[src/rtl/u2_to_onehot_encoder.sv]
// Streaming signed-position to one-hot {B,A} encoder with a 2-entry output buffer.
// Optional macro ONEHOT_ENC_STATS_EN adds o_bad_cnt, a saturating count of err/overflow pushes.
module u2_to_onehot_encoder #(
   parameter int LEN   = 8,
   parameter int WIDTH = 6
) (
   input  logic             i_clk,
   input  logic             i_rst,
   input  logic [WIDTH-1:0] i_pos_u2,
   input  logic             i_valid,
   output logic             o_ready,
   output logic [LEN-1:0]   o_a_oh,
   output logic [LEN-1:0]   o_b_oh,
   output logic             o_overflow,
   output logic             o_err,
   output logic             o_valid,
   input  logic             i_ready
`ifdef ONEHOT_ENC_STATS_EN
   ,
   output logic [7:0]       o_bad_cnt
`endif
);

   localparam int VLEN = LEN + LEN;
   localparam int EW   = VLEN + 2;
   localparam logic [WIDTH-1:0] MAX_POS = WIDTH'(VLEN - 1);

   typedef enum logic [1:0] {EMPTY, ONE, TWO} occ_t;

   occ_t            state_reg, state_next;
   logic            push, pop;
   logic            load_head_new, load_head_tail, load_tail;
   logic            enc_err, enc_ovf;
   logic [VLEN-1:0] enc_vec;
   logic [EW-1:0]   enc_entry;
   logic [EW-1:0]   head_reg, tail_reg;
   logic [EW-1:0]   head_out;

   // Entry layout: {vector[VLEN-1:0], overflow, err}
   assign enc_err = i_pos_u2[WIDTH-1];
   assign enc_ovf = !enc_err && (i_pos_u2 > MAX_POS);

   genvar gi;
   generate
      for (gi = 0; gi < VLEN; gi++) begin : g_onehot
         assign enc_vec[gi] = !enc_err && (i_pos_u2 == WIDTH'(gi));
      end
   endgenerate

   assign enc_entry = {enc_vec, enc_ovf, enc_err};

   assign o_ready = (state_reg != TWO);
   assign o_valid = (state_reg != EMPTY);
   assign push    = i_valid & o_ready;
   assign pop     = o_valid & i_ready;

   always_ff @(posedge i_clk or posedge i_rst) begin
      if (i_rst) begin
         state_reg <= EMPTY;
      end else begin
         state_reg <= state_next;
      end
   end

   always_comb begin
      state_next     = state_reg;
      load_head_new  = 1'b0;
      load_head_tail = 1'b0;
      load_tail      = 1'b0;
      case (state_reg)
         EMPTY: begin
            if (push) begin
               load_head_new = 1'b1;
               state_next    = ONE;
            end
         end
         ONE: begin
            case ({push, pop})
               2'b10: begin
                  load_tail  = 1'b1;
                  state_next = TWO;
               end
               2'b01: state_next = EMPTY;
               2'b11: load_head_new = 1'b1;
               default: state_next = ONE;
            endcase
         end
         TWO: begin
            if (pop) begin
               load_head_tail = 1'b1;
               state_next     = ONE;
            end
         end
         default: state_next = EMPTY;
      endcase
   end

   always_ff @(posedge i_clk or posedge i_rst) begin
      if (i_rst) begin
         head_reg <= '0;
         tail_reg <= '0;
      end else begin
         if (load_head_new) begin
            head_reg <= enc_entry;
         end else if (load_head_tail) begin
            head_reg <= tail_reg;
         end
         if (load_tail) begin
            tail_reg <= enc_entry;
         end
      end
   end

   // A popped-to-empty head keeps stale contents, so gate outputs on occupancy.
   assign head_out   = o_valid ? head_reg : '0;
   assign o_b_oh     = head_out[EW-1 -: LEN];
   assign o_a_oh     = head_out[2 +: LEN];
   assign o_overflow = head_out[1];
   assign o_err      = head_out[0];

`ifdef ONEHOT_ENC_STATS_EN
   logic [7:0] bad_cnt_reg;

   always_ff @(posedge i_clk or posedge i_rst) begin
      if (i_rst) begin
         bad_cnt_reg <= 8'd0;
      end else if (push && (enc_err || enc_ovf) && (bad_cnt_reg != 8'hFF)) begin
         bad_cnt_reg <= bad_cnt_reg + 8'd1;
      end
   end

   assign o_bad_cnt = bad_cnt_reg;
`endif

endmodule

[config.mk]
export PLATFORM = sky130hd
export DESIGN_NAME = u2_to_onehot_encoder
export DESIGN_NICKNAME = d
export VERILOG_FILES = /design/src/rtl/u2_to_onehot_encoder.sv
export SDC_FILE = /design/constraint.sdc
export NUM_CORES = 1
export LEC_CHECK = 0
export CAP_MARGIN = 20
export CELL_PAD_IN_SITES_DETAIL_PLACEMENT = 1
export CELL_PAD_IN_SITES_GLOBAL_PLACEMENT = 1
export CORE_ASPECT_RATIO = 1.1
export CORE_MARGIN = 1
export CORE_UTILIZATION = 48
export CTS_CLUSTER_SIZE = 30
export DETAILED_ROUTE_END_ITERATION = 8
export DONT_BUFFER_PORTS = 1
export PLACE_DENSITY = 0.88
export SLEW_MARGIN = 20
export SYNTH_ARGS = -nofsm -noshare
export SYNTH_HDL_FRONTEND = slang
export SYNTH_SLANG_ARGS = --single-unit
[constraint.sdc]
create_clock -name i_clk -period 2.7 [get_ports i_clk]
set_clock_uncertainty 0.2 [all_clocks]
set_input_delay 0.675 -clock i_clk [delete_from_list [all_inputs] [get_ports i_clk]]
set_output_delay 0.675 -clock i_clk [all_outputs]
set_load 0.03 [all_outputs]
* Yosys cells after proc, flatten, opt, wreduce, memory -nomap -nowiden
Index checks and enable logic that the tools add are counted. Widths: inputs -> output; s select.
Operators by class: multiplexer cells 14, reductions and logical operators 23, equal/unequal tests 24, magnitude comparators 1, bitwise operators 2
Operators by type and width (count):
- $mux 18 | 3
- $eq 6x4->1 const B | 8
- $eq 6x3->1 const B | 4
- $logic_and 1x1->1 | 17
- $eq 6x2->1 const B | 2
- $pmux 2 s3 | 2
- $ne 2x2->1 const B | 4
- $eq 2x2->1 const B | 3
- $eq 6x1->1 const B | 1
- $gt 6x4->1 const B | 1
- $logic_not 6->1 | 1
- $mux 1 | 6
- $eq 2x1->1 const B | 2
- $mux 2 | 2
- $reduce_bool 2->1 | 2
- $reduce_and 3->1 | 1
- $and 1x1->1 | 2
- $logic_not 2->1 | 1
- $pmux 1 s2 | 1
- $logic_not 1->1 | 1
Storage, ports and cells: register bits after elaboration 38, word-level logic and storage cells 67, output and inout bits 20

* Longest topological paths before layout
depth in word-level cells 6, depth in mapped cells 7, gate-level depth less buffers 6

* Least setup slack after synthesis
Ideal clock, no wire load.
kind flip-flop to output port, from register state_reg[1], to output o_valid, arrival 1310 ps, slack 515 ps, cell stages (with the launch flop) 4, data required time 1825 ps, path through dfrtp_1 nor2_1 clkbuf_1 inv_1
On the way: longest elaborated chain between the ends 1
RTL lines:
- start: declaration | RTL line 30 | occ_t state_reg, state_next;
- start signal: assignment | RTL line 61 | state_reg <= state_next;
- $reduce_bool 2->1 | RTL line 53 | assign o_valid = (state_reg != EMPTY);
- end: declaration | RTL line 16 | output logic o_valid,
No other way between the ends.

* Final worst setup path
from register state_reg[1], to output o_a_oh[5]
On the way: longest elaborated chain between the ends 2
RTL lines:
- $reduce_bool 2->1 | RTL line 53
- $mux 18 | RTL line 115 | assign head_out = o_valid ? head_reg : '0;
- end: declaration | RTL line 12 | output logic [LEN-1:0] o_a_oh,
No other way between the ends.

==> results.txt <==
Status - finished, final reports clean
Mean Syn Cell Area - 10.56 um2
Crit path largest cell delay - 0.44 ns
Clock network fraction of total power - 24.5%
Vias after detailed routing - 1454
Sw Ratio - 35.73%
# port buffers - 0
RSZ-0062 raised after global routing - no
Maximum fanout along the worst path - 11
Total grt overflow - 0
Sequential fraction of the synthesis area - 52.34%
Clock Tree Root - clkbuf_8
Cell repeated most along the worst path - buf_4
Seq cells post-synth - 38
Worst R2R Path Depth - 3
Crit Path Class - reg2out
Buf/Inv on CP - 2
Startpoint Class - flip-flop
Pre-CTS setup slack - 0.5373 ns
Comb pwr share - 31.9%
Worst reg2reg path startpoint - state_reg[0]
Buffer count from post-CTS setup fixing - 0
Ant diodes - 0
Seq pwr share - 43.6%
Number of flops mapped to enable cells by yosys - 0
Initial Util - 50.10%
Gpl congestion - 0.7825
Clk sinks - 38
Slew HR - 56.94%
Commonest non-fill, non-tap cell in the layout - dfrtp_1
Nets@finish - 204
Clk buf depth - 2
Slew @ Worst Pin - 0.6458 ns
CP delay by family, top - flip-flops
Util after Layout - 57.49%
Required @ worst endpoint - 1.82 ns
WL/cell - 19.06 um
CTS buffer count - 5
FP Rows - 23
First-pass GRT wire length - 7.438 mm
Power consumption - 1.566 mW
Final setup margin - 0.4410 ns
Top FF cell, synth - dfrtp_1
Share of post-route cells with drive strength above 1 - 18.23%
Drt total wl - 4.613 mm
Mapped cell area - 1817 um2
Die Y - 66.53 um
DRT iter0 DRCs - 65
Clk Latency, worst-skew pair - 0.29 ns
Worst Path Arrival - 1.38 ns
DP Area - 2002 um2
CP Cell Sequence - nor2_1 -> buf_4 -> nor2b_1 -> buf_4
Final worst path period share - 83.67%
DIE AREA - 4035 um2
First-pass iteration count of the detailed router - 4
Max-capacitance violation count - 0
H-tree level count - 2
Worst-path clk slew - 0.07 ns
Min-delay worst type - in2async
Die Wd - 60.66 um
Achievable Freq - 442.7 MHz
Core box area - 3626 um2
Hold_buf cts - 0
Setup violations, final - 0
Antenna violations before repair - 0
Vias in the first global route - 1480
I/O pin total - 30
NetSw - 0.5596 mW
DP HPWL - 3.310 mm
Final Max Tran Viols - 0
CTS tree - built
Syn Nets - 183
FF-to-FF setup slack - 0.70 ns
Area grow syn2layout - 14.74%
Netlist cell types - 30
P_leak - 0.9398 nW
Async SR Flop Fraction - 100.0%
Power density cells - 751.4 nW/um2
Tot GR Track Use - 25.85%
Via/cell ratio - 6.008
Fill count - 403
Setup TNS - 0 ns
Most frequent cells in the layout - dfrtp_1 (38), buf_4 (26), nand2_1 (21)
ANT nets after route - 0
Min Tclk post-route - 2.259 ns
Largest net degree at the start of global routing - 39
Post-cts resize count - 0
Final Hold Vio Count - 0
Internal power - 1.007 mW
R2R Path End - head_reg[5]
Finished layout cell area - 2085 um2
Critical path's slowest cell - dfrtp_1
Worst setup EP type - primary output
Peak VDD IR - 0.4422 mV
Post-synthesis cell count - 172
Yosys warns - 0
Residual DRC - 0
[per-layer routing]
metal  routed length, um  track usage, %
met1                1830           31.45
met4                  66           10.23
met5                   0               0
met3                 238           5.631
met2                2476           43.82
[worst reg2reg max path, stage by stage, from the launching register on]
cell	delay [ns]
dfrtp_1	0.44
and3b_1	0.44
o21ba_1	0.41
a221o_1	0.40
[Yosys cell counts, types with 2 or more instances]
master	n	area [um2]
dfrtp_1	38	950.9
nand2_1	21	78.83
nor2b_1	19	118.9
a221o_1	16	160.2
nor4_1	16	100.1
o21ai_0	16	80.08
nand2b_1	5	31.28
buf_2	4	20.02
clkbuf_1	4	15.01
or2_1	4	25.02
buf_6	3	33.78
inv_1	2	7.510
mux2_2	2	22.52
mux2i_1	2	20.02
nand4bb_1	2	22.52
nor2_1	2	7.510
o21ai_1	2	10.01
or4b_1	2	20.02
[worst max path at each step]
stage	start	to	cells after the start	slack, ns
after floorplan	state_reg[1]	o_valid	3	0.51
after global placement	i_ready	head_reg[7]	3	0.60
after detailed placement	i_ready	head_reg[5]	3	0.54
after CTS	state_reg[1]	o_a_oh[5]	4	0.44
after global routing	state_reg[1]	o_valid	4	0.36
final	state_reg[1]	o_a_oh[5]	4	0.44
[logic make-up after synthesis]
kind of cell / share of synthesized area (%)
AO/OA/AOI/OAI: 15.50
adder cells (fa/ha/maj): 0.6886
buffers and inverters: 4.407
flip-flops: 52.34
multiplexers: 2.961
AND/OR/NAND/NOR: 24.11
[final cells by class]
cell class | count | area (um2) | area share, %
flip-flops and latches | 38 | 950.9 | 45.62
multi-input cells | 120 | 785.8 | 37.70
repair buffers | 26 | 195.2 | 9.364
clock buffers | 6 | 82.58 | 3.962
well taps | 50 | 62.56 | 3.001
inverters | 2 | 7.507 | 0.3601
[through the flow]
stage                     cells  hold slack, ns
after CTS                   242          0.2047
after global routing        242          0.2242
after global placement      236          0.2628
after floorplan             172          0.2503
final                       242          0.1887
after detailed placement    236          0.2812
[power by group through the flow]
stage / clock, mW / combinational (mW) / sequential, mW
floorplan: 0 / 0.369 / 0.676
global placement: 0 / 0.484 / 0.685
detailed placement: 0 / 0.504 / 0.695
CTS: 0.392 / 0.505 / 0.684
global route: 0.410 / 0.544 / 0.691
finish: 0.384 / 0.499 / 0.684
Power figures use the tool's default switching activity.
